## src/rtl/router_pkt_ctrl.sv

```systemverilog
// rtl/router_pkt_ctrl.sv - packet router control FSM with per-FIFO idle flush
//
// Purpose: accepts a byte stream {header, payload..., parity}. The header is
//          {payload_len[7:2], addr[1:0]}. Packets are steered to one of three
//          output FIFOs, with backpressure and parity checking.
//          Packets to addr 3 are dropped. An output FIFO that holds data but is
//          not read for 30 consecutive cycles gets a one-cycle soft_reset.
// Optional: ROUTER_PARITY_CHECK_EN builds the running-parity checker that
//           drives err. Without it, err is tied low.
// Ports:
//   clock, reset        - system clock; asynchronous active-high reset
//   pkt_valid, data_in  - source byte stream; pkt_valid is low on the parity byte
//   fifo_full/empty     - per-FIFO status flags
//   read_enb            - per-FIFO read strobes from the output side
//   write_enb           - one-hot FIFO write strobe
//   lfd_state           - marks the header write
//   fifo_data           - byte presented to the FIFOs
//   busy                - source must hold data_in/pkt_valid
//   soft_reset          - per-FIFO flush pulse
//   err                 - parity mismatch on the last packet
module router_pkt_ctrl (
    input  logic       clock,
    input  logic       reset,
    input  logic       pkt_valid,
    input  logic [7:0] data_in,
    input  logic [2:0] fifo_full,
    input  logic [2:0] fifo_empty,
    input  logic [2:0] read_enb,
    output logic [2:0] write_enb,
    output logic       lfd_state,
    output logic [7:0] fifo_data,
    output logic       busy,
    output logic [2:0] soft_reset,
    output logic       err
);

    typedef enum logic [2:0] {
        IDLE,
        WAIT_EMPTY,
        LOAD_FIRST,
        LOAD_DATA,
        FULL_HOLD,
        LOAD_AFTER_FULL,
        CHECK_PARITY,
        DROP
    } state_t;

    state_t     state;
    state_t     next_state;
    logic [1:0] addr_q;
    logic [7:0] hdr_q;
    logic [7:0] hold_q;
    logic       hold_par_q;    // held byte was the parity byte
    logic [4:0] idle_cnt [3];
    logic       we;
    logic       cap_hdr;
    logic       cap_hold;
    logic       sr_addr;
    logic       full_addr;

    assign sr_addr   = soft_reset[addr_q];
    assign full_addr = fifo_full[addr_q];

    // Idle detection is combinational so that the pulse lands in the 30th
    // idle cycle itself and can abort the packet in that same cycle.
    always_comb begin
        soft_reset = 3'b000;
        for (int i = 0; i < 3; i++) begin
            soft_reset[i] = !fifo_empty[i] && !read_enb[i] && (idle_cnt[i] == 5'd29);
        end
    end

    always_ff @(posedge clock or posedge reset) begin
        if (reset) begin
            for (int i = 0; i < 3; i++) begin
                idle_cnt[i] <= 5'd0;
            end
        end else begin
            for (int i = 0; i < 3; i++) begin
                if (fifo_empty[i] || read_enb[i] || soft_reset[i]) begin
                    idle_cnt[i] <= 5'd0;
                end else begin
                    idle_cnt[i] <= idle_cnt[i] + 5'd1;
                end
            end
        end
    end

    always_ff @(posedge clock or posedge reset) begin
        if (reset) begin
            state      <= IDLE;
            addr_q     <= 2'd0;
            hdr_q      <= 8'd0;
            hold_q     <= 8'd0;
            hold_par_q <= 1'b0;
        end else begin
            state <= next_state;
            if (cap_hdr) begin
                addr_q <= data_in[1:0];
                hdr_q  <= data_in;
            end
            if (cap_hold) begin
                hold_q     <= data_in;
                hold_par_q <= !pkt_valid;
            end
        end
    end

    always_comb begin
        next_state = state;
        we         = 1'b0;
        lfd_state  = 1'b0;
        busy       = 1'b0;
        fifo_data  = 8'd0;
        cap_hdr    = 1'b0;
        cap_hold   = 1'b0;
        case (state)
            IDLE: begin
                if (pkt_valid) begin
                    if (data_in[1:0] == 2'd3) begin
                        next_state = DROP;
                    end else begin
                        cap_hdr    = 1'b1;
                        next_state = fifo_empty[data_in[1:0]] ? LOAD_FIRST : WAIT_EMPTY;
                    end
                end
            end
            WAIT_EMPTY: begin
                busy = 1'b1;
                if (fifo_empty[addr_q]) begin
                    next_state = LOAD_FIRST;
                end
            end
            LOAD_FIRST: begin
                busy = 1'b1;
                if (sr_addr) begin
                    next_state = DROP;
                end else begin
                    we         = 1'b1;
                    lfd_state  = 1'b1;
                    fifo_data  = hdr_q;
                    next_state = LOAD_DATA;
                end
            end
            LOAD_DATA: begin
                fifo_data = data_in;
                if (sr_addr) begin
                    next_state = DROP;
                end else if (full_addr) begin
                    // Byte is consumed into the hold register, so busy stays low.
                    cap_hold   = 1'b1;
                    next_state = FULL_HOLD;
                end else begin
                    we = 1'b1;
                    if (!pkt_valid) begin
                        next_state = CHECK_PARITY;
                    end
                end
            end
            FULL_HOLD: begin
                busy = 1'b1;
                if (sr_addr) begin
                    next_state = DROP;
                end else if (!full_addr) begin
                    next_state = LOAD_AFTER_FULL;
                end
            end
            LOAD_AFTER_FULL: begin
                busy      = 1'b1;
                fifo_data = hold_q;
                if (sr_addr) begin
                    next_state = DROP;
                end else begin
                    we         = 1'b1;
                    next_state = hold_par_q ? CHECK_PARITY : LOAD_DATA;
                end
            end
            CHECK_PARITY: begin
                busy       = 1'b1;
                next_state = IDLE;
            end
            DROP: begin
                if (!pkt_valid) begin
                    next_state = IDLE;
                end
            end
            default: next_state = IDLE;
        endcase
    end

    always_comb begin
        write_enb = 3'b000;
        if (we) begin
            case (addr_q)
                2'd0:    write_enb = 3'b001;
                2'd1:    write_enb = 3'b010;
                2'd2:    write_enb = 3'b100;
                default: write_enb = 3'b000;
            endcase
        end
    end

`ifdef ROUTER_PARITY_CHECK_EN
    logic [7:0] run_par;
    logic [7:0] rx_par;
    logic       err_q;

    always_ff @(posedge clock or posedge reset) begin
        if (reset) begin
            run_par <= 8'd0;
            rx_par  <= 8'd0;
            err_q   <= 1'b0;
        end else begin
            if (cap_hdr) begin
                run_par <= data_in;
                err_q   <= 1'b0;
            end else if (state == LOAD_DATA && !sr_addr) begin
                // Every byte consumed in LOAD_DATA counts, even one diverted to hold.
                if (pkt_valid) begin
                    run_par <= run_par ^ data_in;
                end else begin
                    rx_par <= data_in;
                end
            end
            if (state == CHECK_PARITY) begin
                err_q <= (rx_par != run_par);
            end
        end
    end

    assign err = err_q;
`else
    assign err = 1'b0;
`endif

endmodule

```

## config.mk

```make
export PLATFORM = sky130hd
export DESIGN_NAME = router_pkt_ctrl
export DESIGN_NICKNAME = d
export VERILOG_FILES = /design/src/rtl/router_pkt_ctrl.sv
export SDC_FILE = /design/constraint.sdc
export NUM_CORES = 1
export LEC_CHECK = 0
export CAP_MARGIN = 5
export CELL_PAD_IN_SITES_DETAIL_PLACEMENT = 2
export CELL_PAD_IN_SITES_GLOBAL_PLACEMENT = 2
export CORE_UTILIZATION = 35
export DETAILED_ROUTE_END_ITERATION = 12
export PLACE_DENSITY = 0.82
export SLEW_MARGIN = 25
export SYNTH_ARGS = -nofsm -noshare
export SYNTH_HDL_FRONTEND = slang
export SYNTH_SLANG_ARGS = --single-unit
```

## constraint.sdc

```tcl
create_clock -name clock -period 4.27 [get_ports clock]
set_clock_uncertainty 0.2 [all_clocks]
set_input_delay 0.427 -clock clock [delete_from_list [all_inputs] [get_ports clock]]
set_output_delay 0.427 -clock clock [all_outputs]
set_load 0.01 [all_outputs]
```

==> flow_summary.yaml <==
run_status:
  status: "finished, final reports clean"
power:
  switching_share_pct: 37.5
  p_int_mw: 0.927
  p_seq_share_pct: 37.3
  p_total_mw: 1.48
  p_per_area_nw_per_um2: 606
  switching_power_mw: 0.556
  ir_worst_vdd_mv: 0.251
  power_frac_comb_pct: 44.6
  p_clk_share_pct: 18.1
  p_leak_nw: 1.09
detailed_routing:
  vias_per_cell: 5.32
  vias: 1600
  ant_nets: 0
  wl_um: 5280
  drt_iter0_markers: 65
  first_pass_iters: 4
  drc: 0
  post_drt_wl_per_cell_um: 17.5
sta:
  fmax_mhz: 284
  tightest_slew_ps: 679
  relSlewSlack_pct: 54.5
  slew_violations: 0
  period_needed_ps: 3530
  hold_viol_final: 0
  tns_ps: 0
  period_share_pct: 82.6
  setup_viol: 0
  rsz0062_at_grt: "false"
logic_synthesis:
  yosys-top-cells-area: "dfrtp_1 45%, mux2_4 6.2%, nor2_1 6.0%, a222oi_1 4.1%, mux2_2 4.1%"
  synth_fp_nets: 218
  synth-edff-count: 0
  ys_ff_latch: 35
  synth_warnings: 0
  syn_avg_cell_area_um2: 10.1
  synth.cells.most_frequent: "35 x dfrtp_1, 31 x nor2_1, 17 x inv_1"
  synthDominantCellAreaShare_pct: 45.1
  synth_top_cell_by_area: "dfrtp_1"
  ys_async_sr_fraction_pct: 100
  seq_area_frac_synth_pct: 45.1
  post_synth_num_cell_types: 42
  syn_area_um2: 1940
  synth_most_common_cell: "dfrtp_1"
  syn_inst: 192
  synth_ff_type: "dfrtp_1"
flow_run:
  maxCapViolCount: 0
worst_setup_path:
  worstSetupPathType: "flip-flop to output pin"
  worst_setup_path_start_kind: "flip-flop"
  path_max_fanout: 16
  end_kind: "output pin"
  arrival_ps: 2900
  required_ps: 3640
floorplanning:
  start_util_pct: 37.1
  dieArea_um2: 5850
  fp.dieH_um: 76.5
  core_um2: 5240
  io_pins: 37
  dieWidth_um: 76.5
  num_rows: 26
clock_network:
  ctsHoldBuffers: 0
  cts.sinks: 35
  clock_path_buffers: 2
  cts_htree_levels: 2
  clkTransAtPathRegs_ps: 70
  cts_resized: 0
  cts_made_buffers: 5
  root_buffer: "clkbuf_8"
  postCtsSetupBuffers: 0
  cts_tree: "yes"
  insertion_delay_ps: 290
place:
  io_buffers: 35
  placed_cells: 293
  gp_congestion: 0.760
  hpwl_um: 3820
final_layout:
  drive_gt1_share_pct: 12.6
  multi_input_area_um2: 963
  syn_to_final_growth_pct: 26.2
  fill_cells: 557
  fin_cells: 301
  final_nets: 256
  regArea_um2: 876
  antenna_cells: 0
global_route:
  antenna_found_initial: 0
  grt_pass1_vias: 1741
  track_usage_pct: 19.8
  grt_pass1_wl_um: 8900
  grt_max_degree: 36
  grt-ovfl-total: 0
hold_path:
  hold_path_class: "flip-flop to flip-flop"
[worst paths after layout]
path,slack (ps),end,startpoint,cells past startpoint
worst max-delay path,740,write_enb[1],state[0],5
worst min-delay path,300,idle_cnt[0],idle_cnt[0],1
worst max register to register,1560,hold_q[0],state[0],4
worst min register to register,300,idle_cnt[0],idle_cnt[0],1
max in group asynchronous,3210,idle_cnt[2],reset,3
min in group asynchronous,340,addr_q[0],reset,3
[per-stage QoR]
step | util [%] | hold WS (ps) | area, µm² | worst slack [ps]
6_report | 46.8 | 296 | 2450 | 744
5_1_grt | 46.8 | 318 | 2450 | 508
4_1_cts | 46.8 | 301 | 2450 | 706
3_5_place_dp | 44.8 | 291 | 2350 | 831
3_3_place_gp | 44.8 | 286 | 2350 | 895
2_1_floorplan | - | 260 | 1940 | 1850
[kinds of logic after synthesis]
family	count (synthesis)	share of synthesized area (%)
other	1	0.193
and+or+nand+nor	69	16.7
DFF	35	45.1
buffers and inverters	22	5.22
muxes	18	11.9
adders and majority gates	6	3.87
xor gates and xnor gates	9	4.06
AOI/OAI and AO/OA	32	13.0
[state kept, by name, indices dropped and copies added (netlist names)]
signal      flops
hdr_q           7
hold_par_q      1
addr_q          1
state           3
hold_q          8
idle_cnt       15
[power by group through the flow]
stage	sequential (mW)	clock (mW)	combinational [mW]
2_1_floorplan	0.489	0	0.466
3_3_place_gp	0.552	0	0.642
3_5_place_dp	0.557	0	0.666
4_1_cts	0.555	0.274	0.671
5_1_grt	0.571	0.288	0.725
6_report	0.553	0.268	0.662
[cells in the final DEF, fill, tap and decap left out, types with 7 or more instances in the layout]
master / synthesis / routed
nand2_1: 12 / 12
inv_1: 17 / 17
nor2_1: 31 / 31
nand3_1: 9 / 9
dfrtp_1: 35 / 35
mux2_2: 7 / 7
clkdlybuf4s50_1: 0 / 35
clkbuf_8: 0 / 7
a222oi_1: 8 / 8
mux2_4: 8 / 8
[critical path, stage by stage (launching register included)]
cell	delay [ps]
dfrtp_1	650
inv_1	190
nor2_1	550
o21ai_0	310
nor3_1	310
clkdlybuf4s50_1	600
[layer usage]
| metal | track usage (%) | up-vias | part of all wire [%] |
|---|---|---|---|
| li1 | - | 764 | - |
| met1 | 25.0 | 789 | 46 |
| met2 | 33.4 | 36 | 49 |
| met3 | 2.99 | 11 | 3.2 |
| met4 | 8.46 | 0 | 2.2 |
| met5 | 0 | - | 0 |
[area by class of cell]
| cell class | count | area share [%] |
|---|---|---|
| multi-input cells | 135 | 39.3 |
| inverters | 17 | 2.61 |
| flip-flops and latches | 35 | 35.8 |
| repair buffers | 36 | 14.6 |
| clock buffers | 8 | 4.09 |
| well taps | 70 | 3.58 |
Note: power is estimated with default switching activity, not from simulation.
